==> config.mk <==
export PLATFORM = sky130hd
export DESIGN_NAME = seq_multiplier_flat
export DESIGN_NICKNAME = d
export VERILOG_FILES = /design/src/rtl/seq_multiplier_if.sv /design/src/rtl/seq_multiplier.sv /design/src/flat_wrapper.sv
export SDC_FILE = /design/constraint.sdc
export NUM_CORES = 1
export LEC_CHECK = 0
export CAP_MARGIN = 20
export CORE_MARGIN = 5
export CORE_UTILIZATION = 40
export DETAILED_ROUTE_END_ITERATION = 12
export MAX_ROUTING_LAYER = met4
export PLACE_DENSITY = 0.59
export SLEW_MARGIN = 30
export SYNTH_ARGS = -nofsm -noshare
export SYNTH_HDL_FRONTEND = slang
export SYNTH_SLANG_ARGS = --single-unit
export TNS_END_PERCENT = 1
==> constraint.sdc <==
create_clock -name clk -period 8 [get_ports clk]
set_input_delay 0.8 -clock clk [delete_from_list [all_inputs] [get_ports clk]]
set_output_delay 0.8 -clock clk [all_outputs]
set_load 0.01 [all_outputs]
==> src/rtl/seq_multiplier_if.sv <==
// Handshake bundle for seq_multiplier: operand side (A, B, mode, valid/ready)
// and product side (P_out, valid/ready) plus the Busy status flag.
// slave = the multiplier; master = the producer/consumer driving it.
interface seq_multiplier_if #(
    parameter int N = 8
);
    logic [N-1:0]   Data_in_A;
    logic [N-1:0]   Data_in_B;
    logic           Signed_mode;
    logic           In_valid;
    logic           In_ready;
    logic [2*N-1:0] P_out;
    logic           Out_valid;
    logic           Out_ready;
    logic           Busy;

    modport slave (
        input  Data_in_A,
        input  Data_in_B,
        input  Signed_mode,
        input  In_valid,
        output In_ready,
        output P_out,
        output Out_valid,
        input  Out_ready,
        output Busy
    );

    modport master (
        output Data_in_A,
        output Data_in_B,
        output Signed_mode,
        output In_valid,
        input  In_ready,
        input  P_out,
        input  Out_valid,
        output Out_ready,
        input  Busy
    );
endinterface

==> src/rtl/seq_multiplier.sv <==
// Iterative radix-2 shift-add multiplier, N x N -> 2N, unsigned or signed per operation.
// Latency: Out_valid rises N cycles after the accept edge; II = N+2 with Out_ready held high.
// Backpressure: product held in DONE while Out_ready = 0; In_ready only in IDLE.
// Ports: clk, Reset_n (async active-low), bus (seq_multiplier_if.slave):
//   Data_in_A/Data_in_B/Signed_mode/In_valid/In_ready in, P_out/Out_valid/Out_ready out, Busy.
module seq_multiplier #(
    parameter int N  = 8,
    parameter int CW = $clog2(N + 1)
) (
    input  logic            clk,
    input  logic            Reset_n,
    seq_multiplier_if.slave bus
);

    typedef enum logic [1:0] {
        IDLE = 2'd0,
        CALC = 2'd1,
        DONE = 2'd2
    } state_t;

    localparam logic [CW-1:0] LAST = CW'(N - 1);

    state_t         state;
    state_t         state_nxt;
    logic [2*N-1:0] mcand;
    logic [2*N-1:0] acc;
    logic [2*N-1:0] acc_nxt;
    logic [2*N-1:0] p_reg;
    logic [N-1:0]   mplr;
    logic [N-1:0]   abs_a;
    logic [N-1:0]   abs_b;
    logic           neg;
    logic [CW-1:0]  count;
    logic           last;

    // Magnitudes are taken as N-bit unsigned values, so -2^(N-1) maps
    // cleanly onto 2^(N-1); the sign is reapplied once at the end.
    always_comb begin
        abs_a = bus.Data_in_A;
        abs_b = bus.Data_in_B;
        if (bus.Signed_mode && bus.Data_in_A[N-1]) begin
            abs_a = -bus.Data_in_A;
        end
        if (bus.Signed_mode && bus.Data_in_B[N-1]) begin
            abs_b = -bus.Data_in_B;
        end
    end

    // The single adder: this cycle's partial sum, also used for the final
    // product so the last iteration's addition is included.
    assign acc_nxt = acc + (mplr[0] ? mcand : '0);
    assign last    = (count == LAST);

    always_ff @(posedge clk or negedge Reset_n) begin
        if (!Reset_n) begin
            state <= IDLE;
        end else begin
            state <= state_nxt;
        end
    end

    always_comb begin
        state_nxt = state;
        case (state)
            IDLE:    if (bus.In_valid)  state_nxt = CALC;
            CALC:    if (last)          state_nxt = DONE;
            DONE:    if (bus.Out_ready) state_nxt = IDLE;
            default:                    state_nxt = IDLE;
        endcase
    end

    always_ff @(posedge clk or negedge Reset_n) begin
        if (!Reset_n) begin
            mcand <= '0;
            mplr  <= '0;
            acc   <= '0;
            neg   <= 1'b0;
            count <= '0;
            p_reg <= '0;
        end else begin
            case (state)
                IDLE: begin
                    if (bus.In_valid) begin
                        mcand <= {{N{1'b0}}, abs_a};
                        mplr  <= abs_b;
                        neg   <= bus.Signed_mode & (bus.Data_in_A[N-1] ^ bus.Data_in_B[N-1]);
                        acc   <= '0;
                        count <= '0;
                    end
                end
                CALC: begin
                    acc   <= acc_nxt;
                    mcand <= mcand << 1;
                    mplr  <= mplr >> 1;
                    count <= count + CW'(1);
                    if (last) begin
                        p_reg <= neg ? -acc_nxt : acc_nxt;
                    end
                end
                default: begin
                end
            endcase
        end
    end

    // Handshake outputs decode from state only; P_out is a register.
    assign bus.In_ready  = (state == IDLE);
    assign bus.Out_valid = (state == DONE);
    assign bus.Busy      = (state != IDLE);
    assign bus.P_out     = p_reg;

endmodule

==> src/flat_wrapper.sv <==
// flat-port wrapper written by rule: the top's interface ports become plain ports
module seq_multiplier_flat 
#(
    parameter int N  = 8,
    parameter int CW = $clog2(N + 1)
)
  (clk, Reset_n, bus_Data_in_A, bus_Data_in_B, bus_Signed_mode, bus_In_valid, bus_In_ready, bus_P_out, bus_Out_valid, bus_Out_ready, bus_Busy);
  seq_multiplier_if #(.N(N)) bus_i ();
  input  logic clk;
  input  logic Reset_n;
  input wire logic [$bits(bus_i.Data_in_A)-1:0] bus_Data_in_A;
  input wire logic [$bits(bus_i.Data_in_B)-1:0] bus_Data_in_B;
  input wire logic [$bits(bus_i.Signed_mode)-1:0] bus_Signed_mode;
  input wire logic [$bits(bus_i.In_valid)-1:0] bus_In_valid;
  output wire logic [$bits(bus_i.In_ready)-1:0] bus_In_ready;
  output wire logic [$bits(bus_i.P_out)-1:0] bus_P_out;
  output wire logic [$bits(bus_i.Out_valid)-1:0] bus_Out_valid;
  input wire logic [$bits(bus_i.Out_ready)-1:0] bus_Out_ready;
  output wire logic [$bits(bus_i.Busy)-1:0] bus_Busy;
  assign bus_i.Data_in_A = bus_Data_in_A;
  assign bus_i.Data_in_B = bus_Data_in_B;
  assign bus_i.Signed_mode = bus_Signed_mode;
  assign bus_i.In_valid = bus_In_valid;
  assign bus_In_ready = bus_i.In_ready;
  assign bus_P_out = bus_i.P_out;
  assign bus_Out_valid = bus_i.Out_valid;
  assign bus_i.Out_ready = bus_Out_ready;
  assign bus_Busy = bus_i.Busy;
  seq_multiplier #(.N(N), .CW(CW)) u_core (.clk(clk), .Reset_n(Reset_n), .bus(bus_i));
endmodule
# After elaboration in Yosys (flattened, before gate mapping)
# Cells that the tools add are included.
# op_classes
reduce_logical,9
mux,16
n_addsub,5
bitwise_logic,2
n_eq_ne,6
# ops
operator,n
2-to-1 mux 16 bit,4
case mux 16 bit (2 select lines),2
2-to-1 mux 8 bit,3
adder 16 bit,1
negator 16 bit,1
negator 8 bit,2
case mux 8 bit (2 select lines),1
case mux 4 bit (2 select lines),1
2-to-1 mux 2 bit,3
case mux 2 bit (3 select lines),1
AND reduction 2 bit,3
"adder 4 x 1 -> 4 bit, second input constant",1
"equality test 4 x 3 -> 1 bit, second input constant",1
2-to-1 mux 4 bit,1
"!= test 2 x 1 -> 1 bit, second input constant",2
nonzero test 2 bit,2
AND reduction 3 bit,1
"equality test 2 x 1 -> 1 bit, second input constant",1
"equality test 2 bit, second input constant",1
logical AND 1 bit,2
zero test 2 bit,1
"!= test 2 bit, second input constant",1
AND 1 bit,1
bitwise XOR 1 bit,1
# word_totals
output_inout_bits,19
word_cells,45
ff_bits,63
in_bits,21

# Logic depth before layout (Yosys ltp)
# depth
ltp_word,4
mapped_depth,12
mapped_depth_nobuf,11

# Worst setup path before layout
# No wires, ideal clock.
# synth_path
path_kind,reg2reg
start,register u_core.mplr[0]
end,"register u_core.p_reg[15], in the netlist u_core.bus.P_out[15]"
path_stages_with_launch,13
required_time_ns,7.869
period_less_slack_ns,3.276
setup_slack_ns,4.724
setup_ns,0.131
path_buffers,1
t_arrival_ns,3.145
path_cell_list,dfrtp_1 -> clkbuf_1 -> and2_1 -> ha_1 -> fa_1 -> a211oi_2 -> o31ai_2 -> xnor2_1 -> nor4b_1 -> nand3_1 -> nor4_1 -> a311o_1 -> o211ai_1
# synth_via
elab_chain_len,4
# synth_lines
item,line_no,rtl
"start, declared",seq_multiplier.sv:29,logic [N-1:0] mplr;
"start signal, assigned",seq_multiplier.sv:85,mplr <= abs_b;
"start signal, assigned",seq_multiplier.sv:94,mplr <= mplr >> 1;
2-to-1 mux 16 bit (*),seq_multiplier.sv:51,assign acc_nxt = acc + (mplr[0] ? mcand : '0);
adder 16 bit (*),seq_multiplier.sv:51,
negator 16 bit,seq_multiplier.sv:97,p_reg <= neg ? -acc_nxt : acc_nxt;
2-to-1 mux 16 bit (*),seq_multiplier.sv:97,
"end signal, assigned",seq_multiplier.sv:97,
"end, declared",seq_multiplier.sv:28,logic [2*N-1:0] p_reg;
# Mark *: on every way between the ends. The rest lies on a longest branch, timed or not.
# A chain may end at the register's enable or synchronous reset.

# Worst setup path in the final report
# Ends and elaborated chain as after synthesis.

==> impl_metrics.json <==
{
  "ant_nets": 0,
  "grt_max_degree": 64,
  "drt_iter0_markers": 166,
  "yosysTopAreaCellShare_pct": 39.76,
  "relSlewSlack_pct": 46.39,
  "synthArstFlopShare_pct": 100.0,
  "r2r-end": "u_core.bus.P_out[15]",
  "cts_buffer_depth": 2,
  "synthTopCellsByArea": "dfrtp_1 40%, o21ai_0 7.8%, nand2_1 6.1%",
  "critical_path_class": "flop to flop",
  "grt_pass1_vias": 3316,
  "min-delay-start": "u_core.bus.P_out[11]",
  "cp-startpoint": "u_core.mplr[0]",
  "cap_violations": 0,
  "worst_slack_ns": 4.192,
  "tightest_slew_ns": 0.8041,
  "antenna_found_initial": 0,
  "ys_ff_latch": 63,
  "synth_area_leader_cell": "dfrtp_1",
  "drc": 0,
  "drive_gt1_share_pct": 7.975,
  "core.rowCount": 36,
  "max_stage_delay_ns": 0.55,
  "grt_util_all_layers_pct": 17.00,
  "hold_violations": 0,
  "cts_root_buf": "clkbuf_8",
  "holdPathStages": 2,
  "start_util_pct": 40.75,
  "slew_violations": 0,
  "clock_sinks": 63,
  "postLayoutCoreUtil_pct": 48.86,
  "endpoint_kind": "flop",
  "critPathTopFamily": "simple AND/OR/NAND/NOR gates",
  "synth_cells": 449,
  "tns_ns": 0,
  "gp_congestion": 0.8609,
  "io_buffers": 39,
  "synth_edf_count": 0,
  "die_area_sq_um": 12000,
  "hold_path.class": "flop to flop",
  "viasPerCell": 5.391,
  "gr-total-overflow": 0,
  "outcome": "complete, no violations",
  "synth_ff_type": "dfrtp_1",
  "firstDrtPassIters": 5,
  "holdPathEnd": "u_core.bus.P_out[11]",
  "slowest_stage": "nor4b_1",
  "p_per_area_nw_per_um2": 414.0,
  "routed_wl_um": 9014,
  "finalCritPeriodShare_pct": 47.60,
  "rr_startpoint": "u_core.mplr[0]",
  "netlist-cell-type-count": 57,
  "placed_cell_area_sq_um": 4459,
  "cts_buffers": 9,
  "syn_area_sq_um": 3965,
  "period_minus_slack_ns": 3.808,
  "area_delta_synth_final_pct": 19.88,
  "wl_per_cell_um": 14.49,
  "r2r_setup_slack_ns": 4.19,
  "path_clk_slew_ns": 0.08,
  "worst_clock_skew_ns": 0.01139,
  "hold_ws_ns": 0.4763,
  "path_cells": "and2_1 -> ha_1 -> fa_1 -> a211oi_2 -> o31ai_2 -> xnor2_1 -> nor4b_1 -> nand3_1 -> nor4_1 -> a311o_1 -> o211ai_1",
  "die_x_um": 109.6,
  "power_leakage_nw": 2.040,
  "cp.arrival_ns": 4.03,
  "setup_viol": 0,
  "core-area_sq_um": 9729,
  "stdcell_area_sq_um": 4753,
  "clock_latency_ns": 0.35,
  "num_antenna_cells": 0,
  "peakVddDrop_v": 0.0001403,
  "pin_count": 40,
  "htreeDepth": 3,
  "cts_setup_buffers": 0,
  "pre_cts_ws_ns": 4.236,
  "startpoint_type": "flop",
  "num_vias": 3353,
  "postCtsHoldBufs": 0,
  "syn-num-nets": 490,
  "path_max_fanout": 17,
  "place_hpwl_um": 6593,
  "grt_pass1_wl_um": 15710,
  "die_h_um": 109.6,
  "path_buf_inv": 0,
  "tritoncts": "yes",
  "rr_worst_depth": 11,
  "syn_area_per_cell_sq_um": 8.831,
  "ys_seq_area_share_pct": 39.76,
  "final_nets": 525,
  "fmax_mhz": 262.6,
  "cts_resized": 0,
  "rsz0062_at_grt": "no",
  "crit_required_ns": 8.22,
  "ys.warnings.count": 0
}
[cell type report]
type / instances / area [sq um]
sequential: 63 / 1577
tap: 133 / 166.4
clock buffer: 9 / 123.9
inverter: 14 / 52.55
clock inverter: 7 / 167.7
fill: 958 / 4976
multi-input combinational: 353 / 2251
timing repair buffer: 43 / 415.4
[placed cells by master (no fill, tap or decap), drive strengths merged, types with 2 or more instances in the layout]
cell	synthesis	final
a311o	2	2
nand2b	5	5
clkdlybuf4s50	0	38
xor2	10	10
nand2	64	64
o2111ai	3	3
xnor2	23	23
nor4	3	3
or3	3	3
dfrtp	63	63
nor3	13	13
nor2b	3	3
inv	14	15
bufinv	0	5
and2	19	19
o41ai	3	3
a211oi	5	5
a31oi	6	6
clkbuf	17	9
ha	19	19
nand4	2	2
a21o	3	3
mux2i	3	3
and3	4	4
nand3	19	19
a21oi	14	14
o31ai	6	6
buf	2	5
o211a	2	2
nor2	22	22
a22oi	13	13
o21ai	63	63
o211ai	4	4
a22o	4	4
[worst reg2reg max path, cell delays in order (launching register included)]
cell,delay [ns]
dfrtp_1,0.53
and2_1,0.24
ha_1,0.20
fa_1,0.42
a211oi_2,0.29
o31ai_2,0.18
xnor2_1,0.28
nor4b_1,0.55
nand3_1,0.29
nor4_1,0.40
a311o_1,0.23
o211ai_1,0.08
[synthesized netlist by cell type (all sizes together), types with 5 or more instances]
| master | number |
|---|---|
| nand2 | 64 |
| dfrtp | 63 |
| o21ai | 63 |
| xnor2 | 23 |
| nor2 | 22 |
| and2 | 19 |
| ha | 19 |
| nand3 | 19 |
| clkbuf | 17 |
| a21oi | 14 |
| inv | 14 |
| a22oi | 13 |
| nor3 | 13 |
| xor2 | 10 |
| a31oi | 6 |
| o31ai | 6 |
| a211oi | 5 |
| nand2b | 5 |
[state kept, by name, indices dropped and copies added (netlist names)]
signal,cells
u_core.acc,16
u_core.count,4
u_core.bus.P_out,16
u_core.neg,1
u_core.state,2
u_core.mcand,16
u_core.mplr,8
[stage by stage]
| step | std cells | total power [mW] |
|---|---|---|
| 2_1_floorplan | 449 | 1.269 |
| 3_3_place_gp | 606 | 1.546 |
| 3_5_place_dp | 606 | 1.565 |
| 4_1_cts | 622 | 1.979 |
| 5_1_grt | 622 | 2.145 |
| 6_report | 622 | 1.968 |
[worst max-delay path by stage]
stage,cells past startpoint,endpoint
after floorplan,12,u_core.bus.P_out[15]
after global placement,11,u_core.bus.P_out[15]
after detailed placement,11,u_core.bus.P_out[15]
after CTS,11,u_core.bus.P_out[15]
after global routing,11,u_core.bus.P_out[15]
final,11,u_core.bus.P_out[15]
[kinds of logic after synthesis]
| group | Yosys count | synth area share (%) |
|---|---|---|
| AO/OA/AOI/OAI | 137 | 22.85 |
| XOR/XNOR | 33 | 7.289 |
| adder cells (fa/ha/maj) | 20 | 6.501 |
| buffers and inverters | 33 | 3.597 |
| flip-flops | 63 | 39.76 |
| multiplexers | 4 | 1.041 |
| AND/OR/NAND/NOR | 159 | 18.96 |
[report_power, final]
| group | internal, mW | switching [mW] |
|---|---|---|
| clock | 0.272 | 0.134 |
| combinational | 0.419 | 0.584 |
| sequential | 0.456 | 0.103 |
| total | 1.15 | 0.821 |
[layer usage]
layer / GRT usage, % / vias up / part of all wire, % / wire length (um)
met3: 2.760 / 13 / 4.9 / 439
met4: 5.966 / 0 / 1.3 / 113
met1: 23.60 / 1574 / 50 / 4487
met2: 25.20 / 87 / 44 / 3973
li1: - / 1679 / - / -
met5: - / - / 0 / 0
Power figures use the tool's default switching activity.
